### src/rtl/inst_fetch_queue_if.sv
// Fetch-stage bus bundle: instruction-memory request/return, decode
// handshake, redirect and occupancy.
//   master : the fetch queue (drives requests, head entry, count)
//   slave  : the environment (memory + decode)
interface inst_fetch_queue_if #(
  parameter int DATA_WIDTH = 32,
  parameter int ADDR_WIDTH = 6,
  parameter int DEPTH      = 4
);
  localparam int CW = $clog2(DEPTH) + 1;

  logic                  imem_req;
  logic [ADDR_WIDTH-1:0] imem_addr;
  logic [DATA_WIDTH-1:0] imem_data;
  logic                  redirect;
  logic [ADDR_WIDTH-1:0] redirect_addr;
  logic                  inst_valid;
  logic                  inst_ready;
  logic [DATA_WIDTH-1:0] inst_data;
  logic [ADDR_WIDTH-1:0] inst_pc;
  logic [CW-1:0]         count;

  modport master (
    output imem_req, imem_addr, inst_valid, inst_data, inst_pc, count,
    input  imem_data, redirect, redirect_addr, inst_ready
  );

  modport slave (
    input  imem_req, imem_addr, inst_valid, inst_data, inst_pc, count,
    output imem_data, redirect, redirect_addr, inst_ready
  );
endinterface

### src/rtl/inst_fetch_queue.sv
// Instruction fetch queue.
// Owns the fetch PC, issues reads to a synchronous instruction memory
// (data returns one cycle after the request), buffers returned
// instructions tagged with their PC and hands them to decode over a
// valid/ready handshake. A redirect flushes the queue and refetches.
// Ports:
//   CLK  - clock, all state on posedge
//   RST  - asynchronous active-low reset
//   ifq  - inst_fetch_queue_if.master: imem_req/imem_addr/imem_data,
//          redirect/redirect_addr, inst_valid/inst_ready/inst_data/
//          inst_pc, count
module inst_fetch_queue #(
  parameter int DATA_WIDTH = 32,
  parameter int ADDR_WIDTH = 6,
  parameter int DEPTH      = 4
) (
  input  logic               CLK,
  input  logic               RST,
  inst_fetch_queue_if.master ifq
);
  localparam int PW = $clog2(DEPTH);
  localparam int CW = PW + 1;

  logic [ADDR_WIDTH-1:0] fetch_pc;
  logic [ADDR_WIDTH-1:0] req_pc;
  logic                  inflight;
  logic                  cancel;

  logic [DATA_WIDTH-1:0] mem_data [DEPTH];
  logic [ADDR_WIDTH-1:0] mem_pc   [DEPTH];
  logic [PW-1:0]         rd_ptr;
  logic [PW-1:0]         wr_ptr;
  logic [CW-1:0]         count_q;

  logic                  head_valid;
  logic [DATA_WIDTH-1:0] head_data;
  logic [ADDR_WIDTH-1:0] head_pc;

  logic                  pop;
  logic                  push;
  logic                  req;
  logic [CW:0]           occ;
  logic [CW-1:0]         keep_cnt;
  logic [PW-1:0]         rd_next;
  logic                  head_valid_n;
  logic [DATA_WIDTH-1:0] head_data_n;
  logic [ADDR_WIDTH-1:0] head_pc_n;

  assign pop  = head_valid & ifq.inst_ready;
  // cancel marks a return belonging to a request issued before a redirect
  assign push = inflight & ~cancel;

  // Credit check counts the in-flight return as already occupying a slot,
  // so the queue can never be pushed while full. RST gating keeps the
  // request low while reset is asserted.
  assign occ = {1'b0, count_q} + (CW+1)'(inflight) - (CW+1)'(pop);
  assign req = RST & ~ifq.redirect & (occ < (CW+1)'(DEPTH));

  assign keep_cnt = count_q - CW'(pop);
  assign rd_next  = rd_ptr + PW'(pop);

  // Head registers are loaded with whatever entry will sit at the head
  // after this edge: an older stored entry if one survives the pop,
  // otherwise the instruction returning this cycle (bypassing storage).
  always_comb begin
    head_valid_n = 1'b0;
    head_data_n  = head_data;
    head_pc_n    = head_pc;
    if (!ifq.redirect) begin
      if (keep_cnt != '0) begin
        head_valid_n = 1'b1;
        head_data_n  = mem_data[rd_next];
        head_pc_n    = mem_pc[rd_next];
      end else if (push) begin
        head_valid_n = 1'b1;
        head_data_n  = ifq.imem_data;
        head_pc_n    = req_pc;
      end
    end
  end

  always_ff @(posedge CLK or negedge RST) begin
    if (!RST) begin
      fetch_pc   <= '0;
      req_pc     <= '0;
      inflight   <= 1'b0;
      cancel     <= 1'b0;
      rd_ptr     <= '0;
      wr_ptr     <= '0;
      count_q    <= '0;
      head_valid <= 1'b0;
      head_data  <= '0;
      head_pc    <= '0;
    end else begin
      head_valid <= head_valid_n;
      head_data  <= head_data_n;
      head_pc    <= head_pc_n;
      if (req) req_pc <= fetch_pc;
      if (ifq.redirect) begin
        fetch_pc <= ifq.redirect_addr;
        inflight <= 1'b0;
        cancel   <= 1'b1;
        rd_ptr   <= '0;
        wr_ptr   <= '0;
        count_q  <= '0;
      end else begin
        cancel   <= 1'b0;
        inflight <= req;
        if (req)  fetch_pc <= fetch_pc + ADDR_WIDTH'(1);
        if (push) wr_ptr   <= wr_ptr + PW'(1);
        if (pop)  rd_ptr   <= rd_ptr + PW'(1);
        count_q <= count_q + CW'(push) - CW'(pop);
      end
    end
  end

  // Entry storage needs no reset: head_valid/count gate every read.
  always_ff @(posedge CLK) begin
    if (push && !ifq.redirect) begin
      mem_data[wr_ptr] <= ifq.imem_data;
      mem_pc[wr_ptr]   <= req_pc;
    end
  end

  assign ifq.imem_req   = req;
  assign ifq.imem_addr  = fetch_pc;
  assign ifq.inst_valid = head_valid;
  assign ifq.inst_data  = head_data;
  assign ifq.inst_pc    = head_pc;
  assign ifq.count      = count_q;

  a_no_push_on_full : assert property (
    @(posedge CLK) disable iff (!RST)
      !(push && !pop && count_q == CW'(DEPTH)));

  a_valid_tracks_count : assert property (
    @(posedge CLK) disable iff (!RST)
      head_valid == (count_q != '0));

  a_count_bounded : assert property (
    @(posedge CLK) disable iff (!RST)
      count_q <= CW'(DEPTH));
endmodule

### src/flat_wrapper.sv
// flat-port wrapper written by rule: the top's interface ports become plain ports
module inst_fetch_queue_flat 
#(
  parameter int DATA_WIDTH = 32,
  parameter int ADDR_WIDTH = 6,
  parameter int DEPTH      = 4
)
  (CLK, RST, ifq_imem_req, ifq_imem_addr, ifq_inst_valid, ifq_inst_data, ifq_inst_pc, ifq_count, ifq_imem_data, ifq_redirect, ifq_redirect_addr, ifq_inst_ready);
  inst_fetch_queue_if #(.DATA_WIDTH(DATA_WIDTH), .ADDR_WIDTH(ADDR_WIDTH), .DEPTH(DEPTH)) ifq_i ();
  input  logic CLK;
  input  logic RST;
  output wire logic [$bits(ifq_i.imem_req)-1:0] ifq_imem_req;
  output wire logic [$bits(ifq_i.imem_addr)-1:0] ifq_imem_addr;
  output wire logic [$bits(ifq_i.inst_valid)-1:0] ifq_inst_valid;
  output wire logic [$bits(ifq_i.inst_data)-1:0] ifq_inst_data;
  output wire logic [$bits(ifq_i.inst_pc)-1:0] ifq_inst_pc;
  output wire logic [$bits(ifq_i.count)-1:0] ifq_count;
  input wire logic [$bits(ifq_i.imem_data)-1:0] ifq_imem_data;
  input wire logic [$bits(ifq_i.redirect)-1:0] ifq_redirect;
  input wire logic [$bits(ifq_i.redirect_addr)-1:0] ifq_redirect_addr;
  input wire logic [$bits(ifq_i.inst_ready)-1:0] ifq_inst_ready;
  assign ifq_imem_req = ifq_i.imem_req;
  assign ifq_imem_addr = ifq_i.imem_addr;
  assign ifq_inst_valid = ifq_i.inst_valid;
  assign ifq_inst_data = ifq_i.inst_data;
  assign ifq_inst_pc = ifq_i.inst_pc;
  assign ifq_count = ifq_i.count;
  assign ifq_i.imem_data = ifq_imem_data;
  assign ifq_i.redirect = ifq_redirect;
  assign ifq_i.redirect_addr = ifq_redirect_addr;
  assign ifq_i.inst_ready = ifq_inst_ready;
  inst_fetch_queue #(.DATA_WIDTH(DATA_WIDTH), .ADDR_WIDTH(ADDR_WIDTH), .DEPTH(DEPTH)) u_core (.CLK(CLK), .RST(RST), .ifq(ifq_i));
endmodule
### config.mk
export PLATFORM = sky130hd
export DESIGN_NAME = inst_fetch_queue_flat
export DESIGN_NICKNAME = d
export VERILOG_FILES = /design/src/rtl/inst_fetch_queue_if.sv /design/src/rtl/inst_fetch_queue.sv /design/src/flat_wrapper.sv
export SDC_FILE = /design/constraint.sdc
export NUM_CORES = 1
export LEC_CHECK = 0
export BUFFER_PORTS_ARGS = -buffer_cell sky130_fd_sc_hd__buf_2
export CORE_MARGIN = 3
export CORE_UTILIZATION = 40
export CTS_CLUSTER_SIZE = 12
export DETAILED_ROUTE_END_ITERATION = 16
export SYNTH_ARGS = -nofsm -noshare
export SYNTH_HDL_FRONTEND = slang
export SYNTH_SLANG_ARGS = --single-unit
### constraint.sdc
create_clock -name CLK -period 2.35 [get_ports CLK]
set_input_delay 0.47 -clock CLK [delete_from_list [all_inputs] [get_ports CLK]]
set_output_delay 0.47 -clock CLK [all_outputs]
set_load 0.005 [all_outputs]
---- Word level (Yosys, flattened, before mapping) ----
Memory sizes are Yosys's and may differ from the RTL's.
Cells that the tools add are included.
operators by class
  shifts and indexed selects .............. 0
  multipliers ............................. 0
  add/sub/neg operators ................... 9
  divide/modulo/power cells ............... 0
  eq/ne operators ......................... 0
  order comparisons ....................... 1
  reductions and logical operators ........ 8
  bitwise logic cells ..................... 6
  mux-type cells .......................... 18
operator list
  operator                                                     number
  2-to-1 mux 32 bit                                            2
  2-to-1 mux 6 bit                                             4
  2-to-1 mux 2 bit                                             4
  nonzero test 2 bit                                           4
  2-to-1 mux 1 bit                                             7
  adder 6 x 1 -> 6 bit (second input constant)                 1
  subtractor 3 x 1 -> 3 bit                                    2
  adder 2 x 1 -> 2 bit (second input constant)                 2
  adder 3 x 1 -> 4 bit                                         1
  AND 1 bit                                                    4
  less-than comparator 4 x 3 -> 1 bit (second input constant)  1
  subtractor 4 x 1 -> 4 bit                                    1
  adder 3 x 1 -> 3 bit                                         1
  2-to-1 mux 3 bit                                             1
  nonzero test 3 bit                                           1
  adder 2 x 1 -> 2 bit                                         1
  inverter 1 bit                                               2
  AND reduction 2 bit                                          1
  logical AND 1 bit                                            1
  logical NOT 1 bit                                            1
word-level totals
  bits in read-only memories .............. 0
  output and inout port bits .............. 49
  memories ................................ 2
  memory bits (writable) .................. 152
  latch bits .............................. 0
  register bits after elaboration ......... 60
  input port bits ......................... 42
  logic and storage cells ................. 54
memory list
  name             words  bits a word  rd ports  clocked after memory_dff  wr ports  line                    RTL
  u_core.mem_data  4      32           1         0                         1         inst_fetch_queue.sv:29  logic [DATA_WIDTH-1:0] mem_data [DEPTH];
  u_core.mem_pc    4      6            1         0                         1         inst_fetch_queue.sv:30  logic [ADDR_WIDTH-1:0] mem_pc [DEPTH];

---- Depth between registers and ports, before layout ----
Gate-level depths: netlist (run 1).
  depth after elaboration ................. 6
  depth in mapped cells ................... 11
  depth with buffers taken out ............ 8

---- Worst setup path after synthesis (run 1) ----
No wires, ideal clock.
  path kind ............................... input to register
  start ................................... input port ifq_inst_ready
  end ..................................... register u_core.req_pc[0]
  setup slack ............................. 2 ps
  data arrival time ....................... 2,223 ps
  stages .................................. 8
  required time ........................... 2,225 ps
  path buffers ............................ 1
  library setup time ...................... 125 ps
  cells stage by stage .................... nand3b_1 -> ha_1 -> nand2_1 -> a21oi_2 -> or4_1 -> buf_2 -> a21oi_4 -> mux2_2
on the way
  word-level cells in the longest chain between the ends .. 4
ends and longest elaborated chain
  element                              line                    RTL
  from (decl)                          flat_wrapper.sv:21      input wire logic [$bits(ifq_i.inst_ready)-1:0] ifq_inst_ready;
  AND 1 bit                            inst_fetch_queue.sv:49  assign pop = head_valid & ifq.inst_ready;
  subtractor 4 x 1 -> 4 bit            inst_fetch_queue.sv:56  assign occ = {1'b0, count_q} + (CW+1)'(inflight) - (CW+1)'(pop);
  less-than comparator 4 x 3 -> 1 bit  inst_fetch_queue.sv:57  assign req = RST & ~ifq.redirect & (occ < (CW+1)'(DEPTH));
  AND 1 bit                            inst_fetch_queue.sv:57
  net ifq_imem_req                     flat_wrapper.sv:12      output wire logic [$bits(ifq_i.imem_req)-1:0] ifq_imem_req;
  to (signal assigned)                 inst_fetch_queue.sv:98  if (req) req_pc <= fetch_pc;
  to (decl)                            inst_fetch_queue.sv:25  logic [ADDR_WIDTH-1:0] req_pc;
The timed path passes the listed nets, and every way through them passes these cells.
A chain may end at the register's enable or synchronous reset.

---- Worst setup path after layout (run 1) ----
  start ................................... register u_core.count_q[0] (netlist: u_core.ifq.count[0])
  end ..................................... output port ifq_imem_req
on the way
  word-level cells in the longest chain between the ends .. 4
ends and longest elaborated chain
  element                              line                     RTL
  from (decl)                          inst_fetch_queue.sv:33   logic [CW-1:0] count_q;
  from (signal assigned)               inst_fetch_queue.sv:112  count_q <= count_q + CW'(push) - CW'(pop);
  adder 3 x 1 -> 4 bit                 inst_fetch_queue.sv:56
  subtractor 4 x 1 -> 4 bit            inst_fetch_queue.sv:56
  less-than comparator 4 x 3 -> 1 bit  inst_fetch_queue.sv:57
  AND 1 bit                            inst_fetch_queue.sv:57
  to (decl)                            flat_wrapper.sv:12
No other way between the ends.

==> impl_metrics.toml, run 1 <==
[pwr]
power_frac_clock_pct = 27.6
sw_frac_of_total_pct = 29.9
ir_drop_mv = 0.542
pwr-share-comb_pct = 32.0
switching_power_uw = 3650
cellLeakagePower_uw = 0.00375
sequentialPowerShare_pct = 40.3
cell_pwr_density_mw_per_mm2 = 1170
power_report.internal_total_uw = 8550

[cts]
path_clk_slew_ns = 0.06
clock_sinks = 212
clock_insertion_delay_worst_skew_ns = 0.50
num_cts_buffers = 23
htreeDepth = 1
cts.root.buffer_cell = "sky130_fd_sc_hd__clkbuf_16"
tritoncts = "built"
max-clock-path-buffers = 3

[place]
detailedPlacementHpwl_um = 11600
buffer_ports.inserted = 90
global_placer_s_final_weighted_congestion = 0.850

[synth]
postSynthRegisterBits = 212
synth_edf_count = 152
syn_avg_cell_area_um2 = 14.7
yosys_most_used_dff = "sky130_fd_sc_hd__edfxtp_1"
synthesis.area_mm2 = 0.00842
netlist.top_cell.by_area = "sky130_fd_sc_hd__edfxtp_1"
synthesis.nets = 626
yosysUniqueCellTypes = 40
most_repeated_cell_in_the_gate_level_netlist_after_synthesis = "sky130_fd_sc_hd__edfxtp_1"
asyncSetResetFlopFracSynth_pct = 28.3
synth.top_cells.by_area = "sky130_fd_sc_hd__edfxtp_1 54%, sky130_fd_sc_hd__dfrtp_1 18%, sky130_fd_sc_hd__a211oi_1 3.4%"
leading_post_synthesis_cells_by_instance_count = "152 x sky130_fd_sc_hd__edfxtp_1, 60 x sky130_fd_sc_hd__dfrtp_1, 48 x sky130_fd_sc_hd__nand2_1"
yosysSeqAreaShare_pct = 72.0
synth_top_cell_area_share_pct = 54.2
ys.warnings.count = 0
synth_cells = 574

[sta]
tightestPinTransition_ns = 0.454
period_needed_ns = 2.72
hold-worst-slack_ns = 0.185
setup_ws_ns = -0.372
unrepaired_setup_endpoints_after_global_routing = "true"
slew_viol_final = 0
hold_violations = 0
maxClockFrequency_ghz = 0.367
final.setup_skew_ns = 0.0265
slew_headroom_pct = 69.8
setup-tns-final_ns = -0.577
final.period_utilization_pct = 116
timing.final.setup_violations = 8

[floorplanning]
die_x_um = 151
die-area_mm2 = 0.0228
rows = 52
chipHeight_um = 151
initial_utilization_pct = 41.2
boundaryPins = 91
coreArea_mm2 = 0.0204

[grt]
pin_count_of_the_biggest_net_entering_global_routing = 60
grt_util_all_layers_pct = 16.6
grt_first_pass_wirelength_um = 29600
initial_antenna_violation_count = 1
grt_remaining_overflow = 0
via_count_of_the_first_global_routing_pass = 5439

[final_layout]
regArea_mm2 = 0.00607
fill_cells = 1767
final_nets = 752
final_layout_size_suffix_gt1_share_pct = 27.0
diode_insertion_count_for_antenna_repair = 0
multiInputGateArea_mm2 = 0.00221
synthToLayoutAreaGrowth_pct = 23.5

[setup_path]
worst_path_bufs_invs = 1
setup.worst_path.end_class = "output pin"
critical_path.max_fanout = 2
crit_reg_reg_endpoint = "u_core.req_pc[5]"
timing.critical_path.slowest_cell_delay_ns = 0.50
r2r.worst_path.cells = 10
cp_data_required_time_ns = 1.88
critical_path_arrival_ns = 2.25
critPathSlowestCell = "sky130_fd_sc_hd__or4_4"
crit_type = "reg -> out"
worst_path_dominant_cell_family = "simple AND/OR/NAND/NOR gates"
sequence_of_cells_on_the_critical_path = "nand3b_1 -> ha_1 -> nand2_1 -> a21oi_2 -> or4_4 -> a21oi_4 -> buf_2"
rrSetupSlack_ns = -0.04
critPathLaunchType = "flip-flop"
timing.rr.start = "u_core.ifq.count[0]"

[routing]
detail-route-antenna-nets = 0
detailroute.via_count = 5276
vias_per_cell = 5.36
route.detailed.drc = 0
route.detailed.wl_per_inst_um = 18.9
detail_route.first_pass.iterations = 4
drtIter0Drc = 328
totalWireLength_um = 18600

[worst_hold_path]
hold_depth = 3
hold-path-endpoint = "u_core.ifq.imem_addr[0]"
hold_path_startpoint = "ifq_redirect_addr[0]"
hold_class = "in -> reg"

[outcome]
outcome = "finished with violations"
violations = "setup timing"

[run]
max_cap_violations = 0
[power by group through the flow]
stage               Clock, uW  Sequential (uW)  Combinational (uW)
floorplan                   0             4960                2010
global placement            0             4980                3810
detailed placement          0             5000                3910
CTS                      3470             4930                3940
global route             3630             4990                4350
finish                   3370             4920                3910
[cell families after synthesis]
kind of cell / after synthesis / share of synthesized area (%)
flip-flops: 212 / 72.0
AND/OR/NAND/NOR: 114 / 6.76
buffers and inverters: 50 / 2.48
multiplexers: 8 / 1.04
AO/OA/AOI/OAI: 170 / 15.1
adder cells (fa/ha/maj): 10 / 1.58
XOR/XNOR: 10 / 1.04
[metal layers]
metal	global-route usage (%)	routed length, um	up-vias
li1	-	-	2483
met1	22.2	8160	2651
met2	28.0	9170	115
met3	3.56	1020	25
met4	4.08	265	2
met5	0	13	-
[stage by stage]
stage	cells	setup WS (ns)	utilization (%)	power, uW	instance area [um^2]
6_report	985	-0.372	50.9	12200	10400
5_1_grt	985	-0.495	50.9	13000	10400
4_1_cts	984	-0.420	50.8	12300	10400
3_5_place_dp	941	-0.114	47.1	8910	9630
3_3_place_gp	941	-0.0722	47.1	8790	9630
2_1_floorplan	574	0.00219	-	6970	8420
[tightest hold or removal path, cell delays in order]
cell and delay (ns):
sky130_fd_sc_hd__buf_2 0.08, sky130_fd_sc_hd__nand2_1 0.04, sky130_fd_sc_hd__o21ai_0 0.06
[worst max-delay path by stage]
stage                   startpoint                      end  slack (ns)  cells past startpoint
6_report       u_core.ifq.count[0]             ifq_imem_req       -0.37                      7
5_1_grt        u_core.ifq.count[0]             ifq_imem_req       -0.49                      7
4_1_cts        u_core.ifq.count[0]             ifq_imem_req       -0.42                      7
2_1_floorplan       ifq_inst_ready         u_core.req_pc[0]       0.002                      8
3_3_place_gp        ifq_inst_ready  u_core.ifq.inst_data[7]       -0.07                     11
3_5_place_dp        ifq_inst_ready  u_core.ifq.inst_data[7]       -0.11                     11
[registers in the layout, indices dropped and copies added (netlist names)]
| register | flops |
|---|---|
| u_core.ifq.inst_valid | 1 |
| u_core.rd_ptr | 2 |
| u_core.ifq.inst_pc | 6 |
| u_core.wr_ptr | 2 |
| u_core.cancel | 1 |
| u_core.req_pc | 6 |
| u_core.inflight | 1 |
| u_core.ifq.count | 3 |
| u_core.mem_data | 128 |
| u_core.ifq.imem_addr | 6 |
| u_core.ifq.inst_data | 32 |
| u_core.mem_pc | 24 |
[final cells by class]
type | count | share of cell area, %
Clock inverter | 5 | 0.542
Tap cell | 270 | 3.25
Clock buffer | 35 | 6.35
Multi-Input combinational cell | 312 | 21.3
Sequential cell | 212 | 58.4
Timing Repair Buffer | 142 | 9.93
Inverter | 9 | 0.325
[repair_timing]
action,4_1_cts,5_1_grt
endpoints found under the setup margin,1,17
hold endpoints to repair,1,0
pin swaps,1,1
cloned,0,0
buffers inserted,2,1
resized for setup,2,8
hold buffers,1,0
[placed cells by master, fill, tap and decap left out, types with 2 or more instances in the layout]
cell type / n
sky130_fd_sc_hd__edfxtp_1: 152
sky130_fd_sc_hd__buf_2: 89
sky130_fd_sc_hd__dfrtp_1: 59
sky130_fd_sc_hd__nand2_1: 47
sky130_fd_sc_hd__nor2b_1: 41
sky130_fd_sc_hd__o22ai_1: 38
sky130_fd_sc_hd__a211oi_1: 38
sky130_fd_sc_hd__o21a_1: 38
sky130_fd_sc_hd__buf_4: 35
sky130_fd_sc_hd__o311ai_0: 27
sky130_fd_sc_hd__clkbuf_16: 23
sky130_fd_sc_hd__buf_12: 14
sky130_fd_sc_hd__o311ai_1: 11
sky130_fd_sc_hd__nor2_1: 10
sky130_fd_sc_hd__inv_1: 9
sky130_fd_sc_hd__ha_1: 9
sky130_fd_sc_hd__clkbuf_1: 8
sky130_fd_sc_hd__xnor2_1: 7
sky130_fd_sc_hd__mux2_2: 6
sky130_fd_sc_hd__and2_2: 4
sky130_fd_sc_hd__a21oi_4: 4
sky130_fd_sc_hd__clkbuf_8: 4
sky130_fd_sc_hd__a21oi_1: 3
sky130_fd_sc_hd__o21ai_0: 3
sky130_fd_sc_hd__buf_6: 3
sky130_fd_sc_hd__nand2b_1: 2
sky130_fd_sc_hd__a21oi_2: 2
sky130_fd_sc_hd__xor2_1: 2
sky130_fd_sc_hd__nand4_1: 2
sky130_fd_sc_hd__mux2i_1: 2
(Power assumes the default switching activity.)
==> inputs of run 2 (changes only) <==
--- a/config.mk
+++ b/config.mk
@@ -10,6 +10,8 @@
 export CORE_UTILIZATION = 40
 export CTS_CLUSTER_SIZE = 12
 export DETAILED_ROUTE_END_ITERATION = 16
+export GPL_TIMING_DRIVEN = 0
+export SETUP_SLACK_MARGIN = 0.02
 export SYNTH_ARGS = -nofsm -noshare
 export SYNTH_HDL_FRONTEND = slang
 export SYNTH_SLANG_ARGS = --single-unit
==> impl_metrics.toml, run 2 (synthesized netlist as in run 1, its figures left out) <==
[grt]
grt_util_all_layers_pct = 17.9
initial_antenna_violation_count = 1
grt_remaining_overflow = 0
via_count_of_the_first_global_routing_pass = 5763
grt_first_pass_wirelength_um = 31600
pin_count_of_the_biggest_net_entering_global_routing = 66

[routing]
vias_per_cell = 5.51
detail-route-antenna-nets = 0
totalWireLength_um = 20500
drtIter0Drc = 333
detailroute.via_count = 5471
detail_route.first_pass.iterations = 4
route.detailed.wl_per_inst_um = 20.6
route.detailed.drc = 0

[final_layout]
final_cell_mix = "152 x sky130_fd_sc_hd__edfxtp_1, 94 x sky130_fd_sc_hd__buf_2, 59 x sky130_fd_sc_hd__dfrtp_1"
final_nets = 757
synthToLayoutAreaGrowth_pct = 26.6
largest-register = "u_core.mem_data"
largest_register_ff_count = 128
final_layout_size_suffix_gt1_share_pct = 28.6
final_area_mm2 = 0.0107
regArea_mm2 = 0.00607
diode_insertion_count_for_antenna_repair = 0
mostFrequentLayoutCell = "sky130_fd_sc_hd__edfxtp_1"
fill_cells = 1718
multiInputGateArea_mm2 = 0.00240

[sta]
unrepaired_setup_endpoints_after_global_routing = "true"
tightestPinTransition_ns = 0.872
slew_viol_final = 0
slew_headroom_pct = 41.8
timing.final.setup_violations = 1
maxClockFrequency_ghz = 0.369
final.setup_skew_ns = 0.00739
setup_ws_ns = -0.358
hold_violations = 0
period_needed_ns = 2.71
final.period_utilization_pct = 115

[cts]
tritoncts = "built"
clock_sinks = 212
holdBufCountCts = 0
cts.root.buffer_cell = "sky130_fd_sc_hd__clkbuf_16"
path_clk_slew_ns = 0.06
htreeDepth = 1
clock_insertion_delay_worst_skew_ns = 0.50
max-clock-path-buffers = 3
num_cts_buffers = 24

[setup_path]
critPathSlowestCell = "sky130_fd_sc_hd__or4_4"
critPathLaunchType = "flip-flop"
rrSetupSlack_ns = 0.02
sequence_of_cells_on_the_critical_path = "nand3b_1 -> ha_1 -> nand2_1 -> a21oi_2 -> or4_4 -> a21oi_4 -> buf_2"
setup.worst_path.end_class = "output pin"
cp_data_required_time_ns = 1.88
timing.critical_path.slowest_cell_delay_ns = 0.44
worst_path_dominant_cell_family = "simple AND/OR/NAND/NOR gates"
worst_path_bufs_invs = 1
crit_type = "reg -> out"
critical_path.max_fanout = 2
critical_path_arrival_ns = 2.24

[outcome]
violations = "setup timing"
outcome = "finished with violations"

[floorplanning]
die-area_mm2 = 0.0228
chipHeight_um = 151
initial_utilization_pct = 41.2
die_x_um = 151
boundaryPins = 91
coreArea_mm2 = 0.0204
rows = 52

[place]
global_placer_s_final_weighted_congestion = 0.851
buffer_ports.inserted = 90
detailedPlacementHpwl_um = 12500
detailed_place.area_mm2 = 0.00930

[run]
max_cap_violations = 0

[pwr]
cellLeakagePower_uw = 0.00378
finalPower_uw = 13200
cell_pwr_density_mw_per_mm2 = 1240
ir_drop_mv = 0.744

[worst_hold_path]
hold_class = "in -> async"
## run 2: layer usage
layer / part of all wire (%) / routed length [um] / global-route usage, % / up-vias
met5: 0.064 / 13 / 0 / -
met4: 1.5 / 297 / 5.30 / 2
met3: 6.1 / 1250 / 3.47 / 28
met2: 49 / 9980 / 29.5 / 173
met1: 44 / 8910 / 24.2 / 2767
li1: - / - / - / 2501
## run 2: per-stage QoR
step                setup TNS, ns  setup WS, ns  hold slack [ns]  cells  util [%]
floorplan                       0       0.00219            0.174    574         -
global placement          -138.26        -0.802            0.468    934      45.1
detailed placement         -19.19        -0.546            0.474    938      45.5
CTS                         -1.16        -0.514            0.113    989      50.5
global route                -1.85        -0.460           0.0924    993      52.2
finish                     -0.358        -0.358           0.0369    993      52.2
## run 2: worst paths after layout
check / cells after the start / start / to
max: 7 / u_core.ifq.count[0] / ifq_imem_req
min: 1 / RST / u_core.ifq.inst_data[10]
max reg2reg: 13 / u_core.ifq.inst_valid / u_core.ifq.inst_data[30]
min reg2reg: 1 / u_core.ifq.inst_data[26] / u_core.ifq.inst_data[26]
max in group asynchronous: 1 / RST / u_core.ifq.inst_valid
min in group CLK: 1 / ifq_redirect / u_core.cancel
## run 2: final cells by class
cell class | instances | area share [%]
flip-flops and latches | 212 | 56.9
multi-input cells | 312 | 22.6
repair buffers | 107 | 6.69
clock buffers | 38 | 6.61
plain buffers | 39 | 3.23
well taps | 270 | 3.17
clock inverters | 6 | 0.528
inverters | 9 | 0.317
## run 2: worst reg2reg max path, delay by kind of cell, from the launching register on
kind	cells	cell delay [ns]
buffers and inverters	7	0.87
AOI/OAI and AO/OA	2	0.24
adders and majority gates	1	0.18
DFF	1	0.44
xor gates and xnor gates	1	0.16
and+or+nand+nor	2	0.33
## run 2: what timing repair did
item | 4_1_cts | 5_1_grt
gates resized for setup | 63 | 76
endpoints found under the setup margin | 50 | 48
pin swaps | 3 | 6
gates cloned | 1 | 2
setup buffers | 7 | 4
## run 2: report_power, final
part           internal (uW)  switching (uW)
clock network           2160            1390
logic                   2200            2590
registers               4580             316
